===== src/rtl/rr_arbiter8.sv =====
// rr_arbiter8: round-robin arbiter for 8 requesters with a registered one-hot grant.
// A holder that is contended is moved on after MAX_HOLD consecutive grant cycles.
module rr_arbiter8 #(
    parameter int unsigned MAX_HOLD = 16,
    parameter int unsigned HOLD_W   = 5
) (
    input  logic       clk,
    input  logic       rst_n,
    input  logic [7:0] req,
    output logic [7:0] gnt,
    output logic [2:0] gnt_idx,
    output logic       gnt_valid,
    output logic       preempt
);

    typedef enum logic {
        IDLE,
        GRANT
    } state_e;

    localparam logic [HOLD_W-1:0] HOLD_SAT =
        (MAX_HOLD == 0) ? {HOLD_W{1'b1}} : HOLD_W'(MAX_HOLD - 1);

    state_e            state_q, state_d;
    logic [2:0]        ptr_q, ptr_d;
    logic [HOLD_W-1:0] hold_q, hold_d;
    logic [2:0]        idx_q, idx_d;
    logic              valid_q, valid_d;
    logic              pre_q, pre_d;
    logic [7:0]        gnt_q, gnt_d;
    logic [7:0]        others;

    // Rotate so that index p sits at bit 0, then take the lowest set bit.
    function automatic logic [2:0] pick(input logic [7:0] m, input logic [2:0] p);
        logic [15:0] dbl;
        logic [7:0]  rot;
        logic [2:0]  w;
        dbl = {m, m} >> p;
        rot = dbl[7:0];
        w   = p;
        for (int k = 7; k >= 0; k--) begin
            if (rot[k]) w = p + 3'(k);
        end
        return w;
    endfunction

    assign others = req & ~(8'b1 << idx_q);

    always_comb begin
        state_d = state_q;
        ptr_d   = ptr_q;
        hold_d  = hold_q;
        idx_d   = idx_q;
        valid_d = valid_q;
        pre_d   = 1'b0;
        unique case (state_q)
            IDLE: begin
                if (|req) begin
                    idx_d   = pick(req, ptr_q);
                    valid_d = 1'b1;
                    hold_d  = '0;
                    state_d = GRANT;
                end
            end
            GRANT: begin
                if (!req[idx_q]) begin
                    ptr_d = idx_q + 3'd1;
                    if (|others) begin
                        idx_d  = pick(others, idx_q + 3'd1);
                        hold_d = '0;
                    end else begin
                        valid_d = 1'b0;
                        state_d = IDLE;
                    end
                end else if (MAX_HOLD != 0 && hold_q == HOLD_SAT && |others) begin
                    ptr_d  = idx_q + 3'd1;
                    idx_d  = pick(others, idx_q + 3'd1);
                    hold_d = '0;
                    pre_d  = 1'b1;
                end else if (hold_q != HOLD_SAT) begin
                    hold_d = hold_q + 1'b1;
                end
            end
            default: state_d = IDLE;
        endcase
        gnt_d = valid_d ? (8'b1 << idx_d) : 8'h00;
    end

    always_ff @(posedge clk or negedge rst_n) begin
        if (!rst_n) begin
            state_q <= IDLE;
            ptr_q   <= '0;
            hold_q  <= '0;
            idx_q   <= '0;
            valid_q <= 1'b0;
            pre_q   <= 1'b0;
            gnt_q   <= '0;
        end else begin
            state_q <= state_d;
            ptr_q   <= ptr_d;
            hold_q  <= hold_d;
            idx_q   <= idx_d;
            valid_q <= valid_d;
            pre_q   <= pre_d;
            gnt_q   <= gnt_d;
        end
    end

    assign gnt       = gnt_q;
    assign gnt_idx   = idx_q;
    assign gnt_valid = valid_q;
    assign preempt   = pre_q;

endmodule


===== config.mk =====
export PLATFORM = sky130hd
export DESIGN_NAME = rr_arbiter8
export DESIGN_NICKNAME = d
export VERILOG_FILES = /design/src/rtl/rr_arbiter8.sv
export SDC_FILE = /design/constraint.sdc
export NUM_CORES = 1
export LEC_CHECK = 0
export CAP_MARGIN = 10
export CORE_MARGIN = 1.5
export CORE_UTILIZATION = 45
export DETAILED_ROUTE_END_ITERATION = 8
export PLACE_DENSITY = 0.71
export SYNTH_ARGS = -nofsm -noshare
export SYNTH_HDL_FRONTEND = slang
export SYNTH_SLANG_ARGS = --single-unit

===== constraint.sdc =====
create_clock -name clk -period 3.52 [get_ports clk]
set_clock_uncertainty 0.2 [all_clocks]
set_input_delay 0.352 -clock clk [delete_from_list [all_inputs] [get_ports clk]]
set_output_delay 0.352 -clock clk [all_outputs]
set_load 0.05 [all_outputs]

# After elaboration in Yosys (flattened, before gate mapping)
# Index checks and enable logic that the tools add are counted.
[classes]
add_sub_neg = 16
n_lt_le_gt_ge = 1
n_eq_ne = 6
n_shift = 4
n_mux = 43
bitwise_logic = 3
reduce_logical = 5
[ops]
columns = ["operator", "count"]
rows = [
  ["3-bit 2-to-1 mux", 22],
  ["16-bit by 3-bit right shift with 8-bit output", 2],
  ["5-bit 2-to-1 mux", 5],
  ["3-bit adder (second input constant)", 8],
  ["8-bit OR reduction", 2],
  ["1-bit by 3-bit << shifter with 8-bit output (first input constant)", 2],
  ["3-bit by 2-bit adder with 3-bit output (second input constant)", 4],
  ["1-bit 2-to-1 mux", 10],
  ["5-bit case mux with 2 select lines", 1],
  ["3-bit by 1-bit adder with 3-bit output (second input constant)", 3],
  ["8-bit AND", 1],
  ["8-bit 2-to-1 mux", 1],
  ["8-bit NOT", 1],
  ["3-bit case mux with 2 select lines", 1],
  ["5-bit by 1-bit adder with 5-bit output (second input constant)", 1],
  ["5-bit by 4-bit == test with 1-bit output (second input constant)", 1],
  ["5-bit by 4-bit inequality test with 1-bit output (second input constant)", 1],
  ["3-bit by 4-bit less-than comparator with 1-bit output (second input constant)", 1],
  ["4-bit by 2-bit inequality test with 1-bit output (second input constant)", 1],
  ["1-bit case mux with 2 select lines", 2],
  ["1-bit binary-select mux with 3-bit select", 1],
  ["3-bit by 1-bit inequality test with 1-bit output (second input constant)", 1],
  ["3-bit AND reduction", 1],
  ["2-bit by 1-bit inequality test with 1-bit output (second input constant)", 1],
  ["other kinds (4)", 4],
]
[totals]
reg_bits = 22
input_bits = 10
wordCells = 85

# Depth between registers and ports, before layout
[depth]
depth_word = 17
mapped_depth = 16
mapped_depth_nobuf = 11

# Worst setup path before layout
# Ideal clock, no wire load.
[synth_timing]
path_kind = "flip-flop to flip-flop"
start = "register idx_q[0] (netlist: gnt_idx[0])"
end = "register gnt_q[2] (netlist: gnt[2])"
t_arrival_ns = 3.750
setup_slack_ns = -0.523
stages_incl_launch_ff = 16
cell_sequence = "dfrtp_1 -> buf_6 -> buf_6 -> buf_2 -> buf_2 -> inv_1 -> ha_1 -> buf_2 -> clkinv_1 -> o211a_2 -> a31oi_4 -> o21ai_1 -> a2111oi_2 -> a221oi_1 -> or4_4 -> a211oi_1"
[synth_between]
elab_chain_cells = 17
[synth_lines]
columns = ["item", "line_no", "rtl"]
rows = [
  ["from (decl)", "27", "logic [2:0] idx_q, idx_d;"],
  ["from (signal assigned)", "102", "idx_q <= idx_d;"],
  ["branches (longest 16 deep; another with 3-bit by 1-bit adder with 3-bit output)", "n/a", ""],
  ["8-bit 2-to-1 mux (*)", "86", "gnt_d = valid_d ? (8'b1 << idx_d) : 8'h00;"],
  ["via gnt_d[2]", "30", "logic [7:0] gnt_q, gnt_d;"],
  ["to (signal assigned)", "105", "gnt_q <= gnt_d;"],
  ["to (decl)", "30", ""],
]
# Mark *: on every way through the listed nets, which the timed path passes. The select of a mux whose other input is x is not followed.
# A chain may end at the register's enable or synchronous reset.

# Worst setup path in the final report
[layout_timing]
start = "register idx_q[0] (netlist: gnt_idx[0])"
end = "register gnt_q[1] (netlist: gnt[1])"
# The elaborated chain is that of the path after synthesis.

==> flow_summary.toml <==
[synthesis]
synth_cell_types = 70
synth_ff_type = "dfrtp_1"
yosysWarnings = 0
syn_nets = 397
syn_area_per_cell_um2 = 8.48
syn_inst = 375
async_flop_share_pct = 100
syn_area_um2 = 3180
synth-seq-cells = 22
ys_seq_area_share_pct = 17.3
synth_enable_flop_cells = 0

[detailed_routing]
viasPerCell = 6.43
ant_nets = 0
wl_per_cell_um = 18.4
drc = 0
vias = 3280
firstDrtPassIters = 5
drtIter0Drc = 316
drt-total-wl_um = 9360

[clock_network]
cts-root-buf = "clkbuf_8"
cts_inserted_buffers = 3
clock_latency_ns = 0.26
clock_path_buffers = 2
cts_tree = "built"
h-tree-depth = 1
clock-sinks = 22
path_clk_slew_ns = 0.08

[final_layout]
final_common_cell = "buf_4"
nFillCells = 626
n_antenna_cell = 0
synthToLayoutAreaGrowth_pct = 22.6
seqCellArea_um2 = 557
nets = 437
layout_common_cells = "41 x buf_4, 27 x nand2_1, 27 x nor2_1"
drive_above_1_share_pct = 30.7
multi_input_area_um2 = 2560

[placement]
finalWeightedCongestion = 1.02
place_ws_ns = -0.120
dp_hpwl_um = 6870
numPortBuffers = 22

[run_status]
outcome = "finished clean"

[sta]
worst_slack_ns = 0.116
setup_viol = 0
finalHoldViolations = 0
min_period_ns = 3.40
fin_crit_sh_pct = 96.7
max-slew-margin-rel_pct = 35.7
fmaxAchievable_mhz = 294
tns_ns = 0
worstMarginPinSlew_ns = 0.961
slew_violations = 0

[critical_path]
cp_max_fo = 5
cp.arrival_ns = 3.37
path_class = "reg -> reg"
end_kind = "register"
crit_path_start_kind = "register"
required_ns = 3.48

[die]
initial_core_util_pct = 46.6
fp.dieH_um = 87.1
core-area_um2 = 6830
rows = 30
ios = 23
die_area_um2 = 7580
die-width_um = 87.1

[grt]
grt_pass1_wl_um = 15100
track_usage_pct = 24.9
antenna_found_initial = 0
grt_pass1_vias = 2962
grt_max_degree = 43
grt_overflow_total = 0

[min_path]
hold_class = "reg -> reg"

[run]
cap_violations = 0
through the flow:
| step | instance area, um2 | instances | utilization [%] | hold slack (ns) |
|---|---|---|---|---|
| floorplan | 3290 | 375 | - | -0.144 |
| global placement | 3700 | 499 | 54.2 | 0.271 |
| detailed placement | 3700 | 499 | 54.2 | 0.271 |
| CTS | 3790 | 508 | 55.4 | 0.288 |
| global route | 3900 | 510 | 57.1 | 0.340 |
| finish | 3900 | 510 | 57.1 | 0.289 |
worst max-delay path, cell delays in order, from the launching register on:
cell	delay, ns
dfrtp_2	0.43
ha_2	0.23
ha_4	0.27
buf_4	0.14
buf_4	0.15
xor2_1	0.17
o211a_4	0.28
a31oi_4	0.21
nor3b_2	0.08
a2111oi_2	0.37
a221oi_2	0.13
or4_4	0.46
nor4_1	0.19
Yosys cell counts, types with 6 or more instances:
cell | instances | area, um2
a211oi_1 | 15 | 113
a21oi_1 | 16 | 80.1
buf_2 | 8 | 40.0
clkbuf_1 | 12 | 45.0
dfrtp_1 | 22 | 551
ha_1 | 12 | 150
inv_1 | 13 | 48.8
mux2_2 | 14 | 158
mux2i_1 | 13 | 130
mux4_2 | 13 | 293
nand2_1 | 27 | 101
nand2b_1 | 9 | 56.3
nand3_1 | 9 | 45.0
nor2_1 | 27 | 101
nor4_1 | 6 | 37.5
o211ai_1 | 13 | 97.6
o21ai_0 | 26 | 130
o31ai_1 | 10 | 75.1
sequential cells by signal (all words and copies together) (netlist names):
register   cells
ptr_q          3
preempt        1
state_q        1
gnt_valid      1
gnt            8
gnt_idx        3
hold_q         5
cells by family after synthesis:
logic type               share of synthesized area [%]
AO/OA/AOI/OAI                                     32.2
AND/OR/NAND/NOR                                   19.2
buffers and inverters                             7.39
multiplexers                                      18.7
flip-flops                                        17.3
adder cells (fa/ha/maj)                           4.72
XOR/XNOR                                         0.551
worst paths after layout:
| path | to | slack (ns) | cells after the start | from |
|---|---|---|---|---|
| max | gnt[1] | 0.12 | 12 | gnt_idx[0] |
| min | hold_q[4] | 0.29 | 2 | hold_q[4] |
| max reg2reg | gnt[1] | 0.12 | 12 | gnt_idx[0] |
| min reg2reg | hold_q[4] | 0.29 | 2 | hold_q[4] |
| max in group asynchronous | ptr_q[0] | 2.05 | 1 | rst_n |
| min in group asynchronous | gnt[2] | 0.42 | 1 | rst_n |
layout make-up:
cell class | instances | share of cell area [%]
Inverter | 17 | 1.86
Sequential cell | 22 | 14.3
Tap cell | 96 | 3.08
Multi-Input combinational cell | 307 | 65.5
Clock buffer | 4 | 1.15
Timing Repair Buffer | 64 | 14.1
metal layers:
layer,up-vias,track usage [%],wire length (um)
li1,1539,-,-
met5,-,0,0
met4,0,5.57,169
met1,1598,34.8,4180
met2,125,41.2,4550
met3,18,2.84,464
timing repair:
item	CTS	global route
buffers inserted	5	2
endpoints found under the hold margin	0	0
hold buffers	0	0
endpoints found under the setup margin	1	8
resized for setup	0	22
pin swaps	1	5
Power is left out: the tool's default activity adds up to more than one toggle a clock period on the data nets, which glitch-free logic cannot reach.
